### config.mk
export PLATFORM = sky130hd
export DESIGN_NAME = fetch_flat
export DESIGN_NICKNAME = d
export VERILOG_FILES = /design/src/rtl/fetch_if.sv /design/src/rtl/fetch.sv /design/src/flat_wrapper.sv
export SDC_FILE = /design/constraint.sdc
export NUM_CORES = 1
export LEC_CHECK = 0
export BUFFER_PORTS_ARGS = -buffer_cell sky130_fd_sc_hd__buf_2
export CAP_MARGIN = 20
export CORE_MARGIN = 1.5
export CORE_UTILIZATION = 45
export CTS_BUF_LIST = sky130_fd_sc_hd__clkbuf_8
export CTS_CLUSTER_DIAMETER = 120
export DETAILED_ROUTE_END_ITERATION = 6
export PLACE_DENSITY = 0.67
export SLEW_MARGIN = 20
export SYNTH_ARGS = -nofsm -noshare
export SYNTH_HDL_FRONTEND = slang
export SYNTH_SLANG_ARGS = --single-unit
### constraint.sdc
create_clock -name clk -period 7.65 [get_ports clk]
set_clock_uncertainty 0.05 [all_clocks]
set_input_delay 2.295 -clock clk [delete_from_list [all_inputs] [get_ports clk]]
set_output_delay 2.295 -clock clk [all_outputs]
set_load 0.1 [all_outputs]
### src/rtl/fetch_if.sv
// fetch_if: instruction-memory, redirect and decode-side signals of the fetch stage.
interface fetch_if;
  logic        imem_req;
  logic [31:0] imem_addr;
  logic [31:0] imem_rdata;
  logic        redirect_valid;
  logic [31:0] redirect_pc;
  logic [31:0] inst;
  logic [31:0] pc;
  logic        inst_valid;
  logic        inst_ready;
  modport master (
    output imem_req, imem_addr, inst, pc, inst_valid,
    input  imem_rdata, redirect_valid, redirect_pc, inst_ready
  );
  modport slave (
    input  imem_req, imem_addr, inst, pc, inst_valid,
    output imem_rdata, redirect_valid, redirect_pc, inst_ready
  );
endinterface

### src/rtl/fetch.sv
// fetch: owns the PC, issues 1-cycle-latency imem reads, buffers words in a 2-entry FIFO for decode.
module fetch #(
  parameter logic [31:0] RESET_PC = 32'h0000_0000
) (
  input  logic    clk,
  input  logic    rst,
  fetch_if.master bus
);
  localparam logic [31:0] BOOT_PC = RESET_PC & ~32'h3;
  logic [31:0] pc_next_q, pc_next_d;
  logic [31:0] inst0_q, inst0_d, inst1_q, inst1_d;
  logic [31:0] pc0_q, pc0_d, pc1_q, pc1_d;
  logic [1:0]  count_q, count_d;
  logic        inflight_q;
  logic [31:0] inflight_pc_q;
  logic        redir, valid, pop, push, req;
  logic [2:0]  occ;
  logic [1:0]  wpos;
  logic [31:0] addr;
  always_comb begin
    redir = bus.redirect_valid && !rst;
    valid = (count_q != 2'd0) && !redir && !rst;
    pop   = valid && bus.inst_ready;
    push  = inflight_q && !redir;
    // Slots already promised: buffered words plus the one still in flight, minus what leaves now.
    occ   = {1'b0, count_q} + {2'b00, inflight_q} - {2'b00, pop};
    req   = !rst && (redir || occ < 3'd2);
    addr  = redir ? (bus.redirect_pc & ~32'h3) : pc_next_q;
    pc_next_d = req ? addr + 32'd4 : pc_next_q;
    wpos    = count_q - {1'b0, pop};
    count_d = redir ? 2'd0 : count_q + {1'b0, push} - {1'b0, pop};
    // Slot 0 is the head; it only shifts when a second word is behind it, so the outputs hold when empty.
    inst0_d = (pop && count_q == 2'd2) ? inst1_q : inst0_q;
    pc0_d   = (pop && count_q == 2'd2) ? pc1_q : pc0_q;
    inst1_d = inst1_q;
    pc1_d   = pc1_q;
    inst0_d = (push && wpos == 2'd0) ? bus.imem_rdata : inst0_d;
    pc0_d   = (push && wpos == 2'd0) ? inflight_pc_q : pc0_d;
    inst1_d = (push && wpos == 2'd1) ? bus.imem_rdata : inst1_d;
    pc1_d   = (push && wpos == 2'd1) ? inflight_pc_q : pc1_d;
  end
  always_ff @(posedge clk) begin
    if (rst) begin
      pc_next_q     <= BOOT_PC;
      count_q       <= 2'd0;
      inflight_q    <= 1'b0;
      inflight_pc_q <= 32'd0;
      inst0_q       <= 32'd0;
      inst1_q       <= 32'd0;
      pc0_q         <= 32'd0;
      pc1_q         <= 32'd0;
    end else begin
      pc_next_q     <= pc_next_d;
      count_q       <= count_d;
      inflight_q    <= req;
      inflight_pc_q <= req ? addr : inflight_pc_q;
      inst0_q       <= inst0_d;
      inst1_q       <= inst1_d;
      pc0_q         <= pc0_d;
      pc1_q         <= pc1_d;
    end
  end
  assign bus.imem_req   = req;
  assign bus.imem_addr  = addr;
  assign bus.inst       = inst0_q;
  assign bus.pc         = pc0_q;
  assign bus.inst_valid = valid;
endmodule

### src/flat_wrapper.sv
// flat-port wrapper written by rule: the top's interface ports become plain ports
module fetch_flat 
#(
  parameter logic [31:0] RESET_PC = 32'h0000_0000
)
  (clk, rst, bus_imem_req, bus_imem_addr, bus_inst, bus_pc, bus_inst_valid, bus_imem_rdata, bus_redirect_valid, bus_redirect_pc, bus_inst_ready);
  fetch_if bus_i ();
  input  logic clk;
  input  logic rst;
  output wire logic [$bits(bus_i.imem_req)-1:0] bus_imem_req;
  output wire logic [$bits(bus_i.imem_addr)-1:0] bus_imem_addr;
  output wire logic [$bits(bus_i.inst)-1:0] bus_inst;
  output wire logic [$bits(bus_i.pc)-1:0] bus_pc;
  output wire logic [$bits(bus_i.inst_valid)-1:0] bus_inst_valid;
  input wire logic [$bits(bus_i.imem_rdata)-1:0] bus_imem_rdata;
  input wire logic [$bits(bus_i.redirect_valid)-1:0] bus_redirect_valid;
  input wire logic [$bits(bus_i.redirect_pc)-1:0] bus_redirect_pc;
  input wire logic [$bits(bus_i.inst_ready)-1:0] bus_inst_ready;
  assign bus_imem_req = bus_i.imem_req;
  assign bus_imem_addr = bus_i.imem_addr;
  assign bus_inst = bus_i.inst;
  assign bus_pc = bus_i.pc;
  assign bus_inst_valid = bus_i.inst_valid;
  assign bus_i.imem_rdata = bus_imem_rdata;
  assign bus_i.redirect_valid = bus_redirect_valid;
  assign bus_i.redirect_pc = bus_redirect_pc;
  assign bus_i.inst_ready = bus_inst_ready;
  fetch #(.RESET_PC(RESET_PC)) u_core (.clk(clk), .rst(rst), .bus(bus_i));
endmodule
Word level (Yosys, flattened, before mapping)
Cells that the tools add are included.
{"block": "totals", "word_cells": 38, "mem_count": 0, "register_bits": 195, "out_inout_bits": 98, "romBits": 0, "latch_bits": 0, "ram_bits": 0, "input_bits": 68}
{"block": "op_classes", "div": 0, "mul": 0, "n_eq_ne": 2, "n_lt_le_gt_ge": 1, "n_addsub": 6, "reduce_logical": 16, "n_mux": 5, "n_bitwise": 0, "n_shift": 0}
{"cell": "two-way mux 32 bit", "n": 5}
{"cell": "adder 32 x 3 -> 32 bit, second input constant", "n": 1}
{"cell": "logical AND 1 bit", "n": 9}
{"cell": "nonzero test 2 bit", "n": 2}
{"cell": "subtractor 2 x 1 -> 2 bit", "n": 2}
{"cell": "adder 2 x 1 -> 3 bit", "n": 1}
{"cell": "less-than comparator 3 x 2 -> 1 bit, second input constant", "n": 1}
{"cell": "subtractor 3 x 1 -> 3 bit", "n": 1}
{"cell": "adder 2 x 1 -> 2 bit", "n": 1}
{"cell": "== test 2 x 1 -> 1 bit, second input constant", "n": 1}
{"cell": "== test 2 bit, second input constant", "n": 1}
{"cell": "logical NOT 1 bit", "n": 2}
{"cell": "logical NOT 2 bit", "n": 1}
{"cell": "OR reduction 2 bit", "n": 1}
{"cell": "logical OR 1 bit", "n": 1}

Logic depth before layout (Yosys ltp)
{"block": "depth", "depth_word": 10, "ltp_mapped": 16, "depth_no_buf": 13}

Least setup slack after synthesis
OpenSTA, ideal clock, no wires.
{"block": "synth_path", "kind": "input -> output", "from": "input port bus_redirect_valid", "to": "output port bus_imem_req", "required_time_ns": 5.305, "slack_ns": -2.700, "n_path_buf": 4, "arrival_time_ns": 8.005, "path_stages": 13, "path_cell_list": "clkbuf_1 -> nor2_1 -> a21boi_0 -> and2_1 -> ha_1 -> nor2b_1 -> fa_1 -> or3_1 -> clkbuf_1 -> and2_1 -> clkbuf_1 -> inv_2 -> clkbuf_1"}
{"block": "synth_via", "elab_chain_len": 9}
{"element": "start: declaration", "line_no": "flat_wrapper.sv:16", "source": "input wire logic [$bits(bus_i.redirect_valid)-1:0] bus_redirect_valid;"}
{"element": "logical AND 1 bit", "line_no": "fetch.sv:21", "source": "redir = bus.redirect_valid && !rst;"}
{"element": "logical NOT 1 bit", "line_no": "fetch.sv:22", "source": "valid = (count_q != 2'd0) && !redir && !rst;"}
{"element": "logical AND 1 bit (2 in series)", "line_no": "fetch.sv:22"}
{"element": "net bus_inst_valid", "line_no": "flat_wrapper.sv:14", "source": "output wire logic [$bits(bus_i.inst_valid)-1:0] bus_inst_valid;"}
{"element": "logical AND 1 bit", "line_no": "fetch.sv:23", "source": "pop = valid && bus.inst_ready;"}
{"element": "subtractor 3 x 1 -> 3 bit", "line_no": "fetch.sv:26", "source": "occ = {1'b0, count_q} + {2'b00, inflight_q} - {2'b00, pop};"}
{"element": "less-than comparator 3 x 2 -> 1 bit", "line_no": "fetch.sv:27", "source": "req = !rst && (redir || occ < 3'd2);"}
{"element": "logical OR 1 bit", "line_no": "fetch.sv:27"}
{"element": "logical AND 1 bit", "line_no": "fetch.sv:27"}
{"element": "end: declaration", "line_no": "flat_wrapper.sv:10", "source": "output wire logic [$bits(bus_i.imem_req)-1:0] bus_imem_req;"}
The timed path passes the listed nets, and every way through them passes these cells.

Worst setup path after layout
{"block": "layout_path", "from": "input port bus_redirect_valid", "to": "output port bus_imem_req"}
{"block": "layout_via", "elab_chain_len": 9}
{"element": "logical AND 1 bit *", "line_no": "fetch.sv:21"}
{"element": "logical NOT 1 bit", "line_no": "fetch.sv:22"}
{"element": "logical AND 1 bit (2 in series)", "line_no": "fetch.sv:22"}
{"element": "logical AND 1 bit", "line_no": "fetch.sv:23"}
{"element": "subtractor 3 x 1 -> 3 bit", "line_no": "fetch.sv:26"}
{"element": "less-than comparator 3 x 2 -> 1 bit", "line_no": "fetch.sv:27"}
{"element": "logical OR 1 bit *", "line_no": "fetch.sv:27"}
{"element": "logical AND 1 bit *", "line_no": "fetch.sv:27"}
Every way passes the cells marked *; elsewhere a longest branch is shown, timed or not.

==> impl_summary.log <==
[metrics] number of distinct standard cells referenced by the synthesized netlist: 49
[metrics] number of vias in the routed layout: roughly 7,400
[metrics] maximum number of pins on one net before global-route repair: 190
[metrics] HPWL after detailed placement: ~14 mm
[metrics] buffers from clock root to sink, at most: 2
[metrics] worst-skew pair later-pin latency: ~0.46 ns
[metrics] total of fill cells in the finished design: 1,833
[metrics] Pint: 1.58 mW
[metrics] FF+latch count, synth: between 150 and 200
[metrics] Tot Pwr: approximately 2.8 mW
[metrics] shortest period the worst path allows: slightly above 7 ns
[metrics] global route overflow: 0
[metrics] combinational share of power: 0.357
[metrics] count of standard-cell rows: 50
[metrics] Synth async-reset ratio: 0
[metrics] number of cells after detailed placement: around 1,400
[metrics] count of flip-flops with a built-in enable after synthesis: 0
[metrics] count of final hold-check violations: 0
[metrics] quantity of gates resized following cts: 0
[metrics] arrival time at the worst endpoint: 4.72 ns
[metrics] # IOs: roughly 170
[metrics] number of stages on the worst hold path: 2
[metrics] post-route ant nets: 0
[metrics] number of setup buffers added after CTS: 0
[metrics] via density per instance: between 5 and 6
[metrics] DRC violations left: 0
[metrics] pins over their slew limit: 0
[metrics] switching power as a share of total power: 0.439
[metrics] transition time at the pin with the least slew margin: 1.06 ns
[metrics] Starting DRT DRC Count: about 450
[metrics] met3 routed wirelength: about 1.1 mm
[metrics] worst slew margin relative to its limit: 0.294
[metrics] first-pass GRT wire length: about 34 mm
[metrics] Floorplan Core Area: roughly 0.019 sq mm
[metrics] quantity of hold-fixing buffers added after cts: 0
[metrics] Met1 Routed Length: 9.85 mm
[metrics] share of final-layout standard cells stronger than drive strength 1: 0.197
[metrics] largest fanout on the critical path: 6
[metrics] reported leakage power: about 4.2 nW
[metrics] total number of clock tree sinks: about 190
[metrics] detailed-routing iteration count for the pre-antenna-repair pass: 7
[metrics] routed len/inst: about 15 microns
[metrics] CTS H-tree depth: 4
[metrics] Buffers on Ports: about 160
[metrics] combined area of all synthesized cells: around 0.0086 sq mm
[metrics] nets in the synthesized netlist: ~1,100
[metrics] root cell of the clock tree: clkbuf_8
[metrics] Maximum Capacitance Violations: 0
[metrics] slack of the worst reg-to-reg path: 4.21 ns
[metrics] floorplan die width: 141 microns
[metrics] die footprint: ~0.02 sq mm
[metrics] RePlAce Congestion: around 0.90
[metrics] Post-synth top flop: dfxtp_1
[metrics] clock power share: 0.230
[metrics] chip height: approximately 140 microns
[metrics] PD cells: between 200 and 300 mW/mm^2
[metrics] fmax: 142 MHz
[metrics] number of global-route vias before repair: 6,732
[metrics] final setup TNS: 0 ns
[metrics] P&R area growth vs syn: 15.6%
[metrics] final count of negative-setup-slack endpoints: 0
[metrics] number of non-filler instances in the completed layout: 1,404
[metrics] run status: completed
[metrics] length in cells of the worst reg-to-reg path: 13
[metrics] startpoint-to-endpoint class of the critical path: input port to primary output
[metrics] effective utilization at floorplan: 0.460
[metrics] routed length on met2: roughly 9.7 mm
[metrics] area of the multi-input gates: around 0.0044 sq mm
[metrics] switching power: roughly 1.2 mW
[metrics] register area share after synthesis: 0.449
[metrics] Worst Setup End Kind: primary output
[metrics] mean instance size in the synthesized netlist: ~8.3 sq um
[metrics] final net count: about 1,200
[metrics] CTS tree: built
[metrics] startpoint kind of the worst setup timing path: input port
[metrics] combined flip-flop and latch cell area: around 0.0039 sq mm
[metrics] Synth Instances: between 1,000 and 1,500
[metrics] register share of total power: 0.413
[metrics] antenna violations before repair: 2
[metrics] total clock buffers created by CTS: 17
[metrics] Clk pin slew, worst setup/hold paths: 0.10 ns
[metrics] Max rail drop VDD: ~140 uV
[metrics] top routing layer used: met5
[metrics] number of warnings issued by yosys: 0
[metrics] global routing usage summed across all routing layers: 0.213
[metrics] class of the tightest hold or removal check: flop to flop
[metrics] Total Wirelength: 20.9 mm
[metrics] worst path required time: 5.31 ns
[metrics] fraction of the cycle the final worst path needs: 0.923
[metrics] RSZ-0062 raised after global routing: no
[placed cells by master, fill, tap and decap left out, types with 6 or more instances in the layout]
cell type	instances
a211oi_1	80
dfxtp_1	193
o21ai_1	16
nand2_1	206
a31oi_1	6
a21oi_1	76
buf_2	161
nor2_1	127
nand3_1	13
clkbuf_8	18
xnor2_1	25
mux2i_1	87
nand3b_1	12
and3_1	6
nor3_1	30
buf_4	12
inv_1	21
and2_1	7
[flip-flops by register name, summed over array words and instances, names as in the netlist]
signal,count
u_core.bus.inst,32
u_core.bus.pc,32
u_core.inflight_pc_q,32
u_core.inst1_q,32
u_core.pc1_q,32
u_core.pc_next_q,30
u_core.count_q,2
u_core.inflight_q,1
[power groups by stage]
stage               clock [mW]  sequential (mW)  combinational (mW)
floorplan                    0             1.52               0.504
global placement             0             1.19                1.01
detailed placement           0             1.19                1.01
CTS                      0.670             1.17                1.01
global route             0.714             1.18                1.07
finish                   0.649             1.17                1.01
[area by class of cell]
type                       instances  area share
timing repair buffer             176      0.0952
multi-input combinational        746       0.440
inverter                          22     0.00855
tap                              234      0.0294
antenna                            1    0.000252
clock buffer                      18      0.0249
sequential                       193       0.388
clock inverter                    14      0.0132
[Yosys cell counts (2+ instances only)]
cell / instances / area (sq um)
nand3_1: 13 / 65.1
dfxtp_1: 193 / 3860
xnor2_1: 25 / 219
nor4_1: 2 / 12.5
buf_2: 10 / 50.1
buf_1: 2 / 7.51
xor2_1: 3 / 26.3
o311ai_1: 2 / 17.5
nand4_1: 4 / 25.0
a31oi_1: 6 / 37.5
nor2_1: 128 / 480
or3_1: 4 / 25.0
a211oi_1: 80 / 601
o2111ai_1: 2 / 17.5
o21ai_1: 16 / 80.1
mux2i_1: 87 / 871
nand3b_1: 12 / 90.1
nand2_1: 207 / 777
a21oi_1: 76 / 380
nor3_1: 31 / 155
ha_1: 4 / 50.1
and3_1: 6 / 37.5
inv_1: 21 / 78.8
nor4_2: 5 / 62.6
mux2_2: 5 / 56.3
clkbuf_1: 64 / 240
buf_6: 2 / 22.5
nor2b_1: 2 / 12.5
and2_1: 8 / 50.1
[final timing paths]
check	start	endpoint
max	bus_redirect_valid	bus_imem_req
min	u_core.inst1_q[5]	u_core.inst1_q[5]
max reg2reg	u_core.count_q[1]	u_core.pc_next_q[18]
min reg2reg	u_core.inst1_q[5]	u_core.inst1_q[5]
[critical path, stage by stage]
cell,delay (ns)
buf_2,0.12
nor2_4,0.14
a21boi_4,0.18
and2_1,0.13
ha_1,0.26
nor2b_1,0.15
fa_1,0.42
or3_1,0.50
and2_2,0.28
inv_4,0.06
buf_12,0.16
[routing by layer]
metal	up-vias	global-route usage
met5	-	0
met4	2	0.0565
met3	21	0.0466
met2	184	0.345
met1	3385	0.287
li1	3788	-
[through the flow]
step | hold slack [ns] | utilization | area (sq um) | setup slack (ns)
6_report | 0.408 | 0.532 | 9950 | 0.590
5_1_grt | 0.421 | 0.532 | 9950 | 0.453
4_1_cts | 0.410 | 0.532 | 9940 | 0.560
3_5_place_dp | 0.396 | 0.511 | 9570 | 0.585
3_3_place_gp | 0.391 | 0.511 | 9570 | 0.591
2_1_floorplan | 0.384 | - | 8660 | 0.00128
[cells by family after synthesis]
| logic type | synth area share |
|---|---|
| buffers and inverters | 0.0477 |
| DFF | 0.449 |
| AOI/OAI and AO/OA | 0.140 |
| adders and majority gates | 0.00814 |
| xor gates and xnor gates | 0.0285 |
| muxes | 0.109 |
| and+or+nand+nor | 0.218 |
No activity file was read; power rests on OpenSTA's default activity.
